`src/rtl/evm_result_uart_tx_if.sv`:
```
// Result interface between the vote counter side and the UART result transmitter.
// The master drives the snapshot inputs and start; the slave (transmitter) drives tx/busy/done.
interface evm_result_uart_tx_if;
    logic       start;
    logic [5:0] vote_party1;
    logic [5:0] vote_party2;
    logic [5:0] vote_party3;
    logic [5:0] vote_party4;
    logic [7:0] total_voting;
    logic [1:0] winner;
    logic       tx;
    logic       busy;
    logic       done;

    modport master (
        output start, vote_party1, vote_party2, vote_party3, vote_party4,
               total_voting, winner,
        input  tx, busy, done
    );

    modport slave (
        input  start, vote_party1, vote_party2, vote_party3, vote_party4,
               total_voting, winner,
        output tx, busy, done
    );
endinterface

```
`src/rtl/evm_result_uart_tx.sv`:
```
// EVM result transmitter: snapshots vote counts on start and sends an 8-byte
// framed packet (header, 4 counts, total, winner, XOR checksum) as UART 8N1, LSB first.
module evm_result_uart_tx #(
    parameter int unsigned CLKS_PER_BIT = 16,
    parameter logic [7:0]  HEADER       = 8'hA5
) (
    input  logic                 clk,
    input  logic                 reset,
    evm_result_uart_tx_if.slave  res_if
);

    localparam int unsigned    BW        = (CLKS_PER_BIT > 1) ? $clog2(CLKS_PER_BIT) : 1;
    localparam logic [BW-1:0]  BAUD_LAST = BW'(CLKS_PER_BIT - 1);
    localparam logic [BW-1:0]  BAUD_ONE  = BW'(1);

    typedef enum logic [2:0] {
        S_IDLE      = 3'd0,
        S_START_BIT = 3'd1,
        S_DATA_BITS = 3'd2,
        S_STOP_BIT  = 3'd3,
        S_DONE      = 3'd4
    } state_t;

    state_t         r_state;
    logic [BW-1:0]  r_baud;
    logic [2:0]     r_bit_idx;
    logic [2:0]     r_byte_idx;
    logic [5:0]     r_p1;
    logic [5:0]     r_p2;
    logic [5:0]     r_p3;
    logic [5:0]     r_p4;
    logic [7:0]     r_total;
    logic [1:0]     r_winner;
    logic [7:0]     r_chk;
    logic           r_tx;
    logic           r_busy;
    logic           r_done;

    logic [7:0]     w_cur_byte;
    logic [2:0]     w_next_bit;
    logic           w_baud_end;

    // Checksum covers the payload bytes only; the header is excluded.
    function automatic logic [7:0] f_checksum(
        input logic [5:0] p1,
        input logic [5:0] p2,
        input logic [5:0] p3,
        input logic [5:0] p4,
        input logic [7:0] tot,
        input logic [1:0] win
    );
        return {2'b00, p1} ^ {2'b00, p2} ^ {2'b00, p3} ^ {2'b00, p4}
             ^ tot ^ {6'b000000, win};
    endfunction

    assign w_next_bit = r_bit_idx + 3'd1;
    assign w_baud_end = (r_baud == BAUD_LAST);

    // Select the byte currently being serialised from the snapshot.
    always_comb begin
        w_cur_byte = 8'h00;
        case (r_byte_idx)
            3'd0:    w_cur_byte = HEADER;
            3'd1:    w_cur_byte = {2'b00, r_p1};
            3'd2:    w_cur_byte = {2'b00, r_p2};
            3'd3:    w_cur_byte = {2'b00, r_p3};
            3'd4:    w_cur_byte = {2'b00, r_p4};
            3'd5:    w_cur_byte = r_total;
            3'd6:    w_cur_byte = {6'b000000, r_winner};
            3'd7:    w_cur_byte = r_chk;
            default: w_cur_byte = 8'h00;
        endcase
    end

    // Frame FSM; tx is loaded with the level of the bit that begins at each edge.
    always_ff @(posedge clk) begin
        if (!reset) begin
            r_state    <= S_IDLE;
            r_baud     <= {BW{1'b0}};
            r_bit_idx  <= 3'd0;
            r_byte_idx <= 3'd0;
            r_p1       <= 6'd0;
            r_p2       <= 6'd0;
            r_p3       <= 6'd0;
            r_p4       <= 6'd0;
            r_total    <= 8'd0;
            r_winner   <= 2'd0;
            r_chk      <= 8'd0;
            r_tx       <= 1'b1;
            r_busy     <= 1'b0;
            r_done     <= 1'b0;
        end else begin
            case (r_state)
                S_IDLE: begin
                    r_done <= 1'b0;
                    if (res_if.start) begin
                        r_p1       <= res_if.vote_party1;
                        r_p2       <= res_if.vote_party2;
                        r_p3       <= res_if.vote_party3;
                        r_p4       <= res_if.vote_party4;
                        r_total    <= res_if.total_voting;
                        r_winner   <= res_if.winner;
                        r_chk      <= f_checksum(res_if.vote_party1, res_if.vote_party2,
                                                 res_if.vote_party3, res_if.vote_party4,
                                                 res_if.total_voting, res_if.winner);
                        r_baud     <= {BW{1'b0}};
                        r_bit_idx  <= 3'd0;
                        r_byte_idx <= 3'd0;
                        r_tx       <= 1'b0;
                        r_busy     <= 1'b1;
                        r_state    <= S_START_BIT;
                    end else begin
                        r_tx   <= 1'b1;
                        r_busy <= 1'b0;
                    end
                end
                S_START_BIT: begin
                    if (w_baud_end) begin
                        r_baud    <= {BW{1'b0}};
                        r_bit_idx <= 3'd0;
                        r_tx      <= w_cur_byte[0];
                        r_state   <= S_DATA_BITS;
                    end else begin
                        r_baud <= r_baud + BAUD_ONE;
                    end
                end
                S_DATA_BITS: begin
                    if (w_baud_end) begin
                        r_baud <= {BW{1'b0}};
                        if (r_bit_idx == 3'd7) begin
                            r_tx    <= 1'b1;
                            r_state <= S_STOP_BIT;
                        end else begin
                            r_bit_idx <= w_next_bit;
                            r_tx      <= w_cur_byte[w_next_bit];
                        end
                    end else begin
                        r_baud <= r_baud + BAUD_ONE;
                    end
                end
                S_STOP_BIT: begin
                    if (w_baud_end) begin
                        r_baud <= {BW{1'b0}};
                        if (r_byte_idx == 3'd7) begin
                            r_tx    <= 1'b1;
                            r_busy  <= 1'b0;
                            r_done  <= 1'b1;
                            r_state <= S_DONE;
                        end else begin
                            r_byte_idx <= r_byte_idx + 3'd1;
                            r_tx       <= 1'b0;
                            r_state    <= S_START_BIT;
                        end
                    end else begin
                        r_baud <= r_baud + BAUD_ONE;
                    end
                end
                S_DONE: begin
                    r_done  <= 1'b0;
                    r_tx    <= 1'b1;
                    r_busy  <= 1'b0;
                    r_state <= S_IDLE;
                end
                default: begin
                    r_tx    <= 1'b1;
                    r_busy  <= 1'b0;
                    r_done  <= 1'b0;
                    r_state <= S_IDLE;
                end
            endcase
        end
    end

    assign res_if.tx   = r_tx;
    assign res_if.busy = r_busy;
    assign res_if.done = r_done;

endmodule

```
`src/flat_wrapper.sv`:
```
// flat-port wrapper written by rule: the top's interface ports become plain ports
module evm_result_uart_tx_flat 
#(
    parameter int unsigned CLKS_PER_BIT = 16,
    parameter logic [7:0]  HEADER       = 8'hA5
)
  (clk, reset, res_if_start, res_if_vote_party1, res_if_vote_party2, res_if_vote_party3, res_if_vote_party4, res_if_total_voting, res_if_winner, res_if_tx, res_if_busy, res_if_done);
  evm_result_uart_tx_if res_if_i ();
  input  logic clk;
  input  logic reset;
  input wire logic [$bits(res_if_i.start)-1:0] res_if_start;
  input wire logic [$bits(res_if_i.vote_party1)-1:0] res_if_vote_party1;
  input wire logic [$bits(res_if_i.vote_party2)-1:0] res_if_vote_party2;
  input wire logic [$bits(res_if_i.vote_party3)-1:0] res_if_vote_party3;
  input wire logic [$bits(res_if_i.vote_party4)-1:0] res_if_vote_party4;
  input wire logic [$bits(res_if_i.total_voting)-1:0] res_if_total_voting;
  input wire logic [$bits(res_if_i.winner)-1:0] res_if_winner;
  output wire logic [$bits(res_if_i.tx)-1:0] res_if_tx;
  output wire logic [$bits(res_if_i.busy)-1:0] res_if_busy;
  output wire logic [$bits(res_if_i.done)-1:0] res_if_done;
  assign res_if_i.start = res_if_start;
  assign res_if_i.vote_party1 = res_if_vote_party1;
  assign res_if_i.vote_party2 = res_if_vote_party2;
  assign res_if_i.vote_party3 = res_if_vote_party3;
  assign res_if_i.vote_party4 = res_if_vote_party4;
  assign res_if_i.total_voting = res_if_total_voting;
  assign res_if_i.winner = res_if_winner;
  assign res_if_tx = res_if_i.tx;
  assign res_if_busy = res_if_i.busy;
  assign res_if_done = res_if_i.done;
  evm_result_uart_tx #(.CLKS_PER_BIT(CLKS_PER_BIT), .HEADER(HEADER)) u_core (.clk(clk), .reset(reset), .res_if(res_if_i));
endmodule
```
`config.mk`:
```
export PLATFORM = sky130hd
export DESIGN_NAME = evm_result_uart_tx_flat
export DESIGN_NICKNAME = d
export VERILOG_FILES = /design/src/rtl/evm_result_uart_tx_if.sv /design/src/rtl/evm_result_uart_tx.sv /design/src/flat_wrapper.sv
export SDC_FILE = /design/constraint.sdc
export NUM_CORES = 1
export LEC_CHECK = 0
export BUFFER_PORTS_ARGS = -buffer_cell sky130_fd_sc_hd__buf_2
export CAP_MARGIN = 40
export CORE_UTILIZATION = 50
export DETAILED_ROUTE_END_ITERATION = 6
export PLACE_DENSITY = 0.75
export SYNTH_ARGS = -nofsm -noshare
export SYNTH_HDL_FRONTEND = slang
export SYNTH_SLANG_ARGS = --single-unit
```
`constraint.sdc`:
```
create_clock -name clk -period 5.5 [get_ports clk]
set_clock_uncertainty 0.15 [all_clocks]
set_input_delay 1.375 -clock clk [delete_from_list [all_inputs] [get_ports clk]]
set_output_delay 1.375 -clock clk [all_outputs]
set_load 0.05 [all_outputs]
```
-- Yosys cells after proc, flatten, opt, wreduce, memory -nomap -nowiden
Index checks and enable logic that the tools add are counted.
- register bits after elaboration: 58
- output and inout bits: 3
- input bits: 37
- reductions and logical operators: 14
- order comparisons: 1
- bitwise gates (word level): 6
- multiplexer cells: 35
- equality and inequality tests: 20
- $add $sub $neg: 3
- operator list (kind ; count):
    $pmux W8 S8 ; 1
    $mux W3 ; 12
    $xor A8 B6 Y8 ; 2
    $eq A3 B3 Y1 const B ; 5
    $eq A3 B2 Y1 const B ; 4
    $mux W1 ; 12
    $pmux W3 S4 ; 1
    $ne A2 B1 Y1 const B ; 5
    $reduce_and A5 Y1 ; 2
    $pmux W3 S3 ; 1
    $mux W4 ; 2
    $pmux W4 S2 ; 1
    $xor A8 B2 Y8 ; 1
    $xor A8 B8 Y8 ; 1
    $add A3 B1 Y3 const B ; 2
    $eq A3 B1 Y1 const B ; 2
    $logic_not A3 Y1 ; 2
    $ne A2 B2 Y1 const B ; 3
    $pmux W3 S2 ; 1
    $reduce_and A3 Y1 ; 2
    $xor A6 B6 Y6 ; 1
    $add A4 B1 Y4 const B ; 1
    $eq A4 B4 Y1 const B ; 1
    $lt A3 B4 Y1 const B ; 1
    other kinds (11) ; 13

-- Longest topological paths before layout
- word-level depth: 7
- mapped depth: 9
- mapped depth without buffers: 8

-- Least setup slack after synthesis
OpenSTA, ideal clock, no wires.
- kind: input-to-reg
- start point: input port res_if_start
- end point: register u_core.r_chk[2]
- library setup time: 115 ps
- stages: 6
- arrival time: 2227 ps
- setup slack: 3008 ps
- cell sequence: nand2b_1 > nand2b_1 > buf_2 > clkbuf_1 > o21ai_0 > and2_1
- longest elaborated chain between the ends: 1
- RTL lines (item ; RTL line ; text):
    start, declared ; flat_wrapper.sv:11 ; input wire logic [$bits(res_if_i.start)-1:0] res_if_start;
    $reduce_and A2 Y1 (no source line) ; - ;
    end signal, assigned ; evm_result_uart_tx.sv:103 ; r_chk <= f_checksum(res_if.vote_party1, res_if.vote_party2,
    end, declared ; evm_result_uart_tx.sv:34 ; logic [7:0] r_chk;
No other way between the ends.
A chain may end at the register's enable or synchronous reset.

-- Final worst setup path
- start point: register u_core.r_byte_idx[2]
- end point: register u_core.r_tx, in the netlist u_core.res_if.tx
- longest elaborated chain between the ends: 7
- RTL lines (item ; RTL line ; text):
    start, declared ; evm_result_uart_tx.sv:27 ; logic [2:0] r_byte_idx;
    start signal, assigned ; evm_result_uart_tx.sv:150 ; r_byte_idx <= r_byte_idx + 3'd1;
    $eq A3 B3 Y1 (tied with other cells) ; evm_result_uart_tx.sv:62, evm_result_uart_tx.sv:144 ;
    $pmux W8 S8 ; evm_result_uart_tx.sv:62 ; case (r_byte_idx)
    $bmux W1 S3 ; evm_result_uart_tx.sv:135 ; r_tx <= w_cur_byte[w_next_bit];
    $mux W1 (implied by the code) ; evm_result_uart_tx.sv:135 ;
    $mux W1 ; evm_result_uart_tx.sv:130 ; if (r_bit_idx == 3'd7) begin
    $mux W1 ; evm_result_uart_tx.sv:128 ; if (w_baud_end) begin
    $pmux W1 S4 (*) ; evm_result_uart_tx.sv:93 ; case (r_state)
    end signal, assigned ; evm_result_uart_tx.sv:121 ; r_tx <= w_cur_byte[0];
    end signal, assigned ; evm_result_uart_tx.sv:135 ;
    end, declared ; evm_result_uart_tx.sv:35 ; logic r_tx;
Mark *: on every way between the ends. The rest lies on a longest branch, timed or not. The select of a mux whose other input is x is not followed.

==> out/results.tsv <==
stage	metric	value	unit
outcome	run status	complete, no violations	
logic_synthesis	top cells by area, synth	dfxtp_1 37%, nand2_1 11%, a21boi_0 8.7%	
placement	GP Congestion	0.769	
routing	DR iter-0 viols	147	
logic_synthesis	Syn Nets	415	
grt	Total GRT Usage	21.5	%
routing	first drt pass iteration count	4	
timing	final cycle utilization of the critical path	51.4	%
setup_path	CP dominant cell by count	a21oi_1	
setup_path	r2r setup slk	2680	ps
setup_path	crit-path cells	inv_1, ha_1, or4_4, a21oi_4, a21oi_1, and3_2, o211ai_1, a21oi_1	
cts	Worst-Skew Late Latency	310	ps
routing	vias post-DR	2589	
grt	largest net degree at the start of global routing	55	
die	die area	6360	um^2
power	Power Dens Cells	240	nW/um^2
logic_synthesis	area share of the largest cell type after synthesis	37.1	%
cts	Post-CTS Hold Buffers	0	
placement	placed insts	458	
die	Ports	40	
die	die extent in x	79.7	um
setup_path	CP arrival	2870	ps
timing	minimum clock period	2820	ps
setup_path	Startpoint Class	flop	
grt	vias in the first global route	2389	
routing	drt via density	5.57	
logic_synthesis	Async SR Flop Fraction	0	%
cts	Max Buffers Root-to-Sink	2	
cells_and_area	Final nets	440	
timing	Fin Setup TNS	0	ps
cts	H-tree depth	2	
setup_path	crit path buf inv count	1	
cells_and_area	register area	1120	um^2
power	Total Power	786	uW
cts	Clock Sinks	56	
power	Leakage	0.00127	uW
cells_and_area	synth-to-layout area growth	8.37	%
cts	post-CTS setup buffers	0	
routing	WL/cell	13.9	um
logic_synthesis	Synth Cell Area	3020	um^2
flow_run	Max Cap Viol	0	
logic_synthesis	Synth Flop Type	dfxtp_1	
logic_synthesis	top cell type by total area after synthesis	dfxtp_1	
routing	DRC viols	0	
routing	WL final	6460	um
timing	RSZ-0062 raised after global routing	false	
logic_synthesis	register area share after synthesis	37.1	%
cts	clock root cell	clkbuf_8	
timing	final setup vio count	0	
cells_and_area	Final Non-Filler Cells	465	
grt	initial antenna violation count	0	
placement	DP HPWL	4620	um
setup_path	critical-path maximum fanout	17	
cells_and_area	share of layout cells above drive strength 1	15.0	%
timing	fin. max-slew vios	0	
placement	port bufs	39	
timing	slew margin rel.	47.0	%
setup_path	delay-heaviest family, CP	flip-flops	
die	Die H	79.7	um
cells_and_area	multi-input logic area	1740	um^2
timing	final hold vios	0	
cts	cells resized by post-CTS repair	0	
grt	gr ovfl total	0	
setup_path	WS Path Type	reg2reg	
setup_path	CP Data Required Time	5540	ps
cells_and_area	fillers	526	
routing	post-route ant nets	0	
setup_path	Crit-path slowest cell	dfxtp_1	
logic_synthesis	Seq cells post-synth	56	
setup_path	critical path's largest stage delay	770	ps
die	Initial Util	53.2	%
cts	CTS tree	built	
logic_synthesis	Synth Instances	368	
grt	first-pass GRT wire length	10800	um
cells_and_area	diode count	0	
worst_hold_path	worst hold path class	reg2reg	
setup_path	Critical Path Sink Type	flop	
logic_synthesis	Post-synth EDFFs	0	
power	maximum vdd drop	135	uV
die	Rows	27	
logic_synthesis	Synth Warn #	0	
logic_synthesis	average size of a mapped cell	8.21	um^2
die	CORE AREA	5680	um^2
logic_synthesis	Yosys cell types	52	
cts	Worst-path clk slew	100	ps
cts	CTS buffer count	5	
timing	worst-margin pin slew	796	ps
timing	f_max	354	MHz
cells by family (layout without fill, tap and decap cells):
logic type,after synthesis,in the layout,synth area share [%]
flops,56,56,37.1
mux,2,2,0.704
simple gates,144,144,21.5
compound gates,97,97,23.2
xor+xnor,27,27,7.83
buf+inv,32,57,5.55
fa+ha+maj,10,10,4.14
cell usage in the layout (no fill, tap or decap), drive strengths merged, types with 8 or more instances in the layout:
cell    instances
ha             10
nor2b           9
a21oi          15
a21boi         35
inv             8
buf            42
xnor2          23
nand2          90
o21ai          12
dfxtp          56
a221oi          8
nor2           10
nor3            8
state kept, by name, indices dropped and copies added (netlist names):
name,cells
u_core.r_p4,6
u_core.r_byte_idx,3
u_core.r_bit_idx,3
u_core.r_p2,6
u_core.res_if.tx,1
u_core.r_winner,2
u_core.r_p3,6
u_core.res_if.busy,1
u_core.r_p1,6
u_core.r_total,6
u_core.r_chk,8
u_core.r_state,3
u_core.r_baud,4
u_core.res_if.done,1
cell type report:
cell class	instances	share of cell area [%]
Timing Repair Buffer	42	6.65
Multi-Input combinational cell	280	53.1
Clock buffer	6	2.22
Inverter	8	0.917
Sequential cell	56	34.3
Clock inverter	1	0.153
Tap cell	72	2.75
synth_stat cells, drive strengths merged, types with 2 or more instances:
master,instances
nand2b,3
buf,8
dfxtp,56
xor2,4
a221oi,8
a21boi,35
o211a,2
nand3b,2
and2,6
nand2,90
nand3,3
ha,10
clkbuf,15
a21oi,15
nor2,10
nor2b,9
and3,5
xnor2,23
inv,8
nor4,2
nand4,2
a211oi,2
or2,2
nor3,8
o21ai,12
a31oi,2
a22oi,6
o21a,3
stage by stage:
stage | utilization (%) | hold slack [ps] | cell area (um^2) | setup slack (ps)
after floorplan | - | 290 | 3020 | 3010
after global placement | 56.2 | 304 | 3190 | 2170
after detailed placement | 56.3 | 310 | 3200 | 2550
after CTS | 57.7 | 323 | 3270 | 2660
after global routing | 57.7 | 347 | 3270 | 2540
final | 57.7 | 322 | 3270 | 2680
worst min-delay path, cell delays in order (launching register included):
cell	delay [ps]
dfxtp_1	320
nand2_1	50
a21boi_0	60
routing by layer:
metal / GRT usage, % / vias up / part of all wire (%)
met2: 37.2 / 68 / 49
met5: 0 / - / 0
li1: - / 1303 / -
met3: 3.89 / 7 / 5.0
met1: 27.8 / 1211 / 46
met4: 4.36 / 0 / 0.70
final timing paths:
kind / start / to / cells after the start
min reg2reg: u_core.r_p4[4] / u_core.r_p4[4] / 2
max: u_core.r_byte_idx[2] / u_core.res_if.tx / 8
min: u_core.r_p4[4] / u_core.r_p4[4] / 2
max reg2reg: u_core.r_byte_idx[2] / u_core.res_if.tx / 8
where the power goes:
part | internal (uW) | switching (uW)
combinational | 57.0 | 70.2
clock | 87.1 | 126
sequential | 430 | 15.5
Note: power is estimated with default switching activity, not from simulation.
